===== src/rtl/mux_sel_arbiter_if.sv =====
// Requester/arbiter bundle for mux_sel_arbiter: level requests in, one-hot
// grant, mux select and grant status out.
interface mux_sel_arbiter_if #(
    parameter int CNT_W = 5
);
    logic [3:0]       req;
    logic [3:0]       gnt;
    logic [1:0]       select;
    logic             sel_valid;
    logic [CNT_W-1:0] hold_cnt;
    logic             timeout;

    modport master (
        input  req,
        output gnt,
        output select,
        output sel_valid,
        output hold_cnt,
        output timeout
    );

    modport slave (
        output req,
        input  gnt,
        input  select,
        input  sel_valid,
        input  hold_cnt,
        input  timeout
    );
endinterface


===== src/rtl/mux_sel_arbiter.sv =====
// Round-robin owner of the 4:1 mux select with dwell limit and a guard cycle.
// Optional fixed priority/preemption for requester 0: define MUX_ARB_PRIO_EN.
module mux_sel_arbiter #(
    parameter int MAX_HOLD = 16,
    parameter int CNT_W    = $clog2(MAX_HOLD + 1)
) (
    input  logic                   clk,
    input  logic                   rst_n,
    mux_sel_arbiter_if.master      bus
);

    typedef enum logic [1:0] {
        IDLE  = 2'd0,
        GRANT = 2'd1,
        GUARD = 2'd2
    } state_t;

    state_t           state_r;
    logic [1:0]       last_r;
    logic [3:0]       gnt_r;
    logic [1:0]       select_r;
    logic             sel_valid_r;
    logic [CNT_W-1:0] hold_cnt_r;
    logic             timeout_r;

    logic [2:0]       pick_s;
    logic             owner_req_s;
    logic             at_max_s;
    logic             preempt_s;
    logic             release_s;

    // Returns {found, index}; search order is last+1, last+2, last+3, last.
    function automatic logic [2:0] rr_pick(input logic [3:0] r, input logic [1:0] last);
        logic [2:0] res;
        logic [1:0] idx;
        res = 3'b000;
        for (int k = 3; k >= 0; k--) begin
            idx = last + 2'(k) + 2'd1;
            if (r[idx]) begin
                res = {1'b1, idx};
            end else begin
                res = res;
            end
        end
`ifdef MUX_ARB_PRIO_EN
        if (r[0]) begin
            res = {1'b1, 2'b00};
        end else begin
            res = res;
        end
`endif
        return res;
    endfunction

    // Arbitration winner and grant-termination conditions for this edge.
    always_comb begin
        pick_s      = rr_pick(bus.req, last_r);
        owner_req_s = bus.req[select_r];
        at_max_s    = (hold_cnt_r == CNT_W'(MAX_HOLD));
`ifdef MUX_ARB_PRIO_EN
        preempt_s   = (select_r != 2'b00) && bus.req[0];
`else
        preempt_s   = 1'b0;
`endif
        release_s   = !owner_req_s || at_max_s || preempt_s;
    end

    // Arbiter FSM; every output is a register updated here.
    always_ff @(posedge clk or negedge rst_n) begin
        if (!rst_n) begin
            state_r     <= IDLE;
            last_r      <= 2'd3;
            gnt_r       <= 4'b0000;
            select_r    <= 2'b00;
            sel_valid_r <= 1'b0;
            hold_cnt_r  <= '0;
            timeout_r   <= 1'b0;
        end else begin
            timeout_r <= 1'b0;
            case (state_r)
                IDLE, GUARD: begin
                    // select only moves on the edge that raises sel_valid
                    if (pick_s[2]) begin
                        state_r     <= GRANT;
                        gnt_r       <= 4'b0001 << pick_s[1:0];
                        select_r    <= pick_s[1:0];
                        sel_valid_r <= 1'b1;
                        hold_cnt_r  <= CNT_W'(1);
                    end else begin
                        state_r     <= IDLE;
                    end
                end
                GRANT: begin
                    if (release_s) begin
                        state_r     <= GUARD;
                        gnt_r       <= 4'b0000;
                        sel_valid_r <= 1'b0;
                        hold_cnt_r  <= '0;
                        last_r      <= select_r;
                        timeout_r   <= at_max_s && owner_req_s;
                    end else begin
                        hold_cnt_r  <= hold_cnt_r + CNT_W'(1);
                    end
                end
                default: begin
                    state_r     <= IDLE;
                    gnt_r       <= 4'b0000;
                    sel_valid_r <= 1'b0;
                    hold_cnt_r  <= '0;
                end
            endcase
        end
    end

    assign bus.gnt       = gnt_r;
    assign bus.select    = select_r;
    assign bus.sel_valid = sel_valid_r;
    assign bus.hold_cnt  = hold_cnt_r;
    assign bus.timeout   = timeout_r;

endmodule


===== src/flat_wrapper.sv =====
// flat-port wrapper written by rule: the top's interface ports become plain ports
module mux_sel_arbiter_flat 
#(
    parameter int MAX_HOLD = 16,
    parameter int CNT_W    = $clog2(MAX_HOLD + 1)
)
  (clk, rst_n, bus_req, bus_gnt, bus_select, bus_sel_valid, bus_hold_cnt, bus_timeout);
  mux_sel_arbiter_if #(.CNT_W(CNT_W)) bus_i ();
  input  logic clk;
  input  logic rst_n;
  input wire logic [$bits(bus_i.req)-1:0] bus_req;
  output wire logic [$bits(bus_i.gnt)-1:0] bus_gnt;
  output wire logic [$bits(bus_i.select)-1:0] bus_select;
  output wire logic [$bits(bus_i.sel_valid)-1:0] bus_sel_valid;
  output wire logic [$bits(bus_i.hold_cnt)-1:0] bus_hold_cnt;
  output wire logic [$bits(bus_i.timeout)-1:0] bus_timeout;
  assign bus_i.req = bus_req;
  assign bus_gnt = bus_i.gnt;
  assign bus_select = bus_i.select;
  assign bus_sel_valid = bus_i.sel_valid;
  assign bus_hold_cnt = bus_i.hold_cnt;
  assign bus_timeout = bus_i.timeout;
  mux_sel_arbiter #(.MAX_HOLD(MAX_HOLD), .CNT_W(CNT_W)) u_core (.clk(clk), .rst_n(rst_n), .bus(bus_i));
endmodule

===== config.mk =====
export PLATFORM = sky130hd
export DESIGN_NAME = mux_sel_arbiter_flat
export DESIGN_NICKNAME = d
export VERILOG_FILES = /design/src/rtl/mux_sel_arbiter_if.sv /design/src/rtl/mux_sel_arbiter.sv /design/src/flat_wrapper.sv
export SDC_FILE = /design/constraint.sdc
export NUM_CORES = 1
export LEC_CHECK = 0
export BUFFER_PORTS_ARGS = -buffer_cell sky130_fd_sc_hd__buf_2
export CORE_ASPECT_RATIO = 1.2
export CORE_MARGIN = 2
export CORE_UTILIZATION = 51
export DETAILED_ROUTE_END_ITERATION = 8
export PLACE_DENSITY = 0.76
export SLEW_MARGIN = 20
export SYNTH_ARGS = -nofsm -noshare
export SYNTH_HDL_FRONTEND = slang
export SYNTH_SLANG_ARGS = --single-unit

===== constraint.sdc =====
create_clock -name clk -period 1.6 [get_ports clk]
set_input_delay 0.32 -clock clk [delete_from_list [all_inputs] [get_ports clk]]
set_output_delay 0.32 -clock clk [all_outputs]
set_load 0.05 [all_outputs]

== After elaboration in Yosys (flattened, before gate mapping) ==
Cells that the tools add are included.

* Reductions and logical operators: 8
* Shift operators: 1
* Equal/unequal tests: 5
* $lt $le $gt $ge: 5
* Add/sub/neg operators: 7
* Multiplexer cells: 28

{| class="wikitable"
|+ Operators with widths
! operator !! number
|-
| 2-bit by 3-bit < comparator with 1-bit output, second input constant || 5
|-
| 3-bit two-way mux || 4
|-
| 1-bit binary-select mux with 2-bit select || 5
|-
| 1-bit two-way mux || 10
|-
| 5-bit two-way mux || 2
|-
| 5-bit one-hot mux with 2 select lines || 1
|-
| 2-bit by 1-bit adder with 2-bit output, second input constant || 4
|-
| 4-bit two-way mux || 2
|-
| 4-bit one-hot mux with 2 select lines || 1
|-
| 2-bit AND reduction || 3
|-
| 5-bit by 1-bit adder with 5-bit output, second input constant || 1
|-
| 5-bit == test, second input constant || 1
|-
| 2-bit adder, second input constant || 2
|-
| 2-bit by 1-bit != test with 1-bit output, second input constant || 2
|-
| 2-bit one-hot mux with 2 select lines || 1
|-
| 1-bit by 2-bit left shift with 4-bit output, first input constant || 1
|-
| 2-bit by 1-bit == test with 1-bit output, second input constant || 1
|-
| 2-bit == test, second input constant || 1
|-
| 2-bit zero test || 1
|-
| 2-bit two-way mux || 1
|-
| 1-bit one-hot mux with 2 select lines || 1
|-
| 2-bit OR reduction || 1
|-
| 1-bit logical AND || 1
|-
| 1-bit zero test || 1
|-
| 1-bit logical OR || 1
|}

* Logic and storage cells: 61
* Bits of input ports: 6
* Register bits after elaboration: 17

== Longest topological paths before layout ==
* Depth after elaboration: 11
* Gate-level depth with buffers: 6
* Gate-level depth less buffers: 6

== Worst setup path after synthesis ==
OpenSTA, ideal clock, no wires.

* Path type: register to register
* Start: register u_core.select_r[1], in the netlist u_core.bus.select[1]
* End: register u_core.hold_cnt_r[3], in the netlist u_core.bus.hold_cnt[3]
* Data required time: 1.476 ns
* Path buffers: 0
* Setup time: 0.124 ns
* Period minus slack after synthesis: 1.890 ns
* Path slack: -0.290 ns
* Data arrival time: 1.766 ns
* Cell stages (with the launch flop): 5
* Cell sequence: dfrtp_1 -> mux4_2 -> nand4b_4 -> nor3_2 -> a211o_1

* Longest elaborated chain between the ends: 6

{| class="wikitable"
|+ Ends and longest elaborated chain
! item !! line !! text
|-
| start: declaration || mux_sel_arbiter.sv:21 || <nowiki>logic [1:0] select_r;</nowiki>
|-
| start signal: assignment || mux_sel_arbiter.sv:86 || <nowiki>select_r <= pick_s[1:0];</nowiki>
|-
| 1-bit binary-select mux with 2-bit select || mux_sel_arbiter.sv:58 || <nowiki>owner_req_s = bus.req[select_r];</nowiki>
|-
| 1-bit two-way mux (implied by the code) || mux_sel_arbiter.sv:58 ||
|-
| 1-bit zero test || mux_sel_arbiter.sv:65 || <nowiki>release_s = !owner_req_s || at_max_s || preempt_s;</nowiki>
|-
| 1-bit logical OR || mux_sel_arbiter.sv:65 ||
|-
| 5-bit two-way mux || mux_sel_arbiter.sv:94 || <nowiki>if (release_s) begin</nowiki>
|-
| 5-bit one-hot mux with 2 select lines || mux_sel_arbiter.sv:80 || <nowiki>case (state_r)</nowiki>
|-
| end signal: assignment || mux_sel_arbiter.sv:102 || <nowiki>hold_cnt_r <= hold_cnt_r + CNT_W'(1);</nowiki>
|-
| end: declaration || mux_sel_arbiter.sv:23 || <nowiki>logic [CNT_W-1:0] hold_cnt_r;</nowiki>
|}

Every way passes these cells. The select of a mux whose other input is x is not followed.
A chain may end at the register's enable or synchronous reset.

== Final worst setup path ==
Ends and elaborated chain as after synthesis.

==> results.md <==
- Die width: 41.5 microns
- Max-Cap Viols: 0
- 1st-iter DRT viols: 12
- Synth top area share: 43.7%
- Crit-path max FO: 5
- Final setup fails: 0
- Clock Latency Late Sink: 0.29 ns
- DRC: 0
- Die height: 49.0 microns
- Drt pass-1 iters: 4
- Diode count: 0
- Cell count after synthesis: 77
- Via/cell ratio: 5.58
- Hold Vio Cnt, Final: 0
- Layout net count: 127
- WL final: 1.97 mm
- Setup TNS: 0 ns
- Post-synth top area cell: dfrtp_1
- IO Count: 19
- Commonest cells post-synth: 15 x dfrtp_1, 5 x inv_1, 5 x nor2_1
- Largest net degree at the start of global routing: 18
- P_sw: 0.00112 W
- Average instance area after synthesis: 11.2 sq um
- Post-DRT Antenna Nets: 0
- Global-route wire length before repair: 3.24 mm
- Comb pwr share: 58.4%
- Die area: 2030 sq um
- Syn nets: 85
- GRT Total Usage: 20.8%
- Max VDD drop: 0.00131 V
- Clock root buffer: clkbuf_4
- Final worst path period share: 97.5%
- Area post-placement: 1090 sq um
- DR vias: 759
- Clk slew on worst S/H paths: 0.10 ns
- Worst-margin pin slew: 0.368 ns
- Status: complete, no violations
- RSZ-0062 raised after global routing: yes
- Count leader, synth: dfrtp_1
- Vias in the first global route: 749
- Total core area: 1600 sq um
- CTS buffer count: 3
- Primary FF master, synth: dfrtp_1
- Layout cells sized above 1: 45.8%
- CTS Sinks: 17
- Htree depth: 1
- Initial Util: 53.7%
- CTS tree: built
- Port Buf Inserts: 18
- Post-DP HPWL: 1.47 mm
- Synth warn: 0
- Clk_skew: 0.00147 ns
- Total global routing overflow: 0
- Final min period: 1.56 ns
- Worst rel slew slack: 75.5%
- Max Root-Sink Buffers: 2
- Synthesis-to-finish area growth: 38.0%
- Worst path required time: 1.78 ns
- Initial antenna violation count: 0
- Register area share after synthesis: 49.8%
- Synth Cell Area: 860 sq um
- Worst Hold Class: input port to async pin
- Post-synth EDFFs: 0
- Count of unique library cells instantiated by Yosys: 34
- Row count: 16
- Fraction of registers with async set/reset: 100%
- Int Pwr: 0.00124 W
- CP arrival: 1.74 ns
- Sequential share of power: 31.9%
- Startpoint Class: flop
- Final instance area: 1190 sq um
- Max Slew Vio Count: 0
- Ranking of synthesized cells by area: dfrtp_1 44%, dfstp_2 6.1%, ha_1 2.9%
- CP Launch Point: u_core.bus.select[1]
- Worst reg2reg startpoint: u_core.bus.select[1]
- Static leakage: 0.600 nW
- Power density cells: 1990 nW/um^2
- Clk network pwr share: 9.7%
- Setup CP Type: flop to flop
- Fmax: 641 MHz
- Worst Setup End Kind: flop
- WL per Instance: 14.4 microns
- Seq cells post-synth: 17
- GP Congestion: 0.834
- Switching Share: 47.5%
cell type report:
class | instances | area (sq um)
Sequential cell | 17 | 432
Inverter | 5 | 18.8
Clock inverter | 1 | 5.00
Fill cell | 125 | 415
Multi-Input combinational cell | 56 | 458
Clock buffer | 3 | 22.5
Tap cell | 18 | 22.5
Timing Repair Buffer | 36 | 228
power groups by stage:
stage	clock network, W	registers, W	logic (W)
after floorplan	0	0.00116	0.000454
after global routing	0.000252	0.000781	0.00148
after global placement	0	0.000751	0.00123
final	0.000229	0.000753	0.00138
after CTS	0.000235	0.000741	0.00127
after detailed placement	0	0.000747	0.00127
final timing paths:
kind,to,slack [ns],cells after the start
setup / recovery,u_core.bus.hold_cnt[3],0.04,4
hold / removal,u_core.state_r[1],0.47,2
setup reg to reg,u_core.bus.hold_cnt[3],0.04,4
hold reg to reg,u_core.bus.sel_valid,0.49,1
max in group asynchronous,u_core.last_r[0],0.83,2
min in group clk,u_core.bus.sel_valid,0.49,1
routing by layer:
| metal | wire (microns) | up-vias | GRT usage (%) |
|---|---|---|---|
| met4 | 85 | 0 | 12.4 |
| met3 | 66 | 9 | 3.70 |
| li1 | - | 366 | - |
| met1 | 792 | 364 | 25.0 |
| met2 | 1020 | 20 | 34.4 |
| met5 | 0 | - | 0 |
state kept, by name (all words and copies together), names as in the netlist:
register,cells
u_core.last_r,2
u_core.bus.timeout,1
u_core.bus.hold_cnt,5
u_core.state_r,2
u_core.bus.select,2
u_core.bus.gnt,4
u_core.bus.sel_valid,1
cell families after synthesis:
family                   count (synthesis)  synth area share, %
flip-flops                              17                 49.8
AO/OA/AOI/OAI                           24                 19.4
AND/OR/NAND/NOR                         26                 20.5
adder cells (fa/ha/maj)                  2                 2.91
multiplexers                             3                 5.24
buffers and inverters                    5                 2.18
cell usage in the layout (no fill, tap or decap), types with 2 or more instances in the layout:
cell / synthesis / routed
a22o_1: 2 / 2
dfrtp_2: 0 / 3
inv_1: 5 / 5
ha_1: 2 / 2
nor3_1: 2 / 2
a211o_1: 2 / 2
dfrtp_1: 15 / 12
o21ai_1: 2 / 2
o2bb2ai_1: 2 / 2
nor2_1: 5 / 4
a21o_1: 2 / 2
nand2b_1: 4 / 4
clkbuf_4: 0 / 3
buf_4: 0 / 17
o21ai_0: 3 / 3
nand3_1: 3 / 3
nand2_1: 3 / 3
dfstp_2: 2 / 2
buf_2: 0 / 18
a21oi_1: 4 / 4
worst max-delay path: stages, from the launching register on:
cell	delay (ns)
dfrtp_2	0.38
mux4_2	0.58
nand4b_4	0.18
nor2_2	0.05
a211o_1	0.26
stage by stage:
stage          util [%]  setup WS, ns  hold slack (ns)  cells  power [W]
3_5_place_dp       68.0       -0.0263            0.261    128    0.00201
6_report           74.1        0.0394            0.467    136    0.00236
4_1_cts            70.3        0.0233            0.477    133    0.00225
3_3_place_gp       68.0        0.0186            0.251    128    0.00199
5_1_grt            74.1       -0.0332            0.510    136    0.00252
2_1_floorplan         -        -0.119           0.0244     77    0.00161
what timing repair did:
| item | in CTS | in global routing |
|---|---|---|
| setup endpoints to repair | 0 | 9 |
| buffers inserted | 0 | 2 |
| hold endpoints to repair | 15 | 0 |
| resized for setup | 0 | 5 |
| hold buffers | 1 | 0 |
Note: power is estimated with default switching activity, not from simulation.
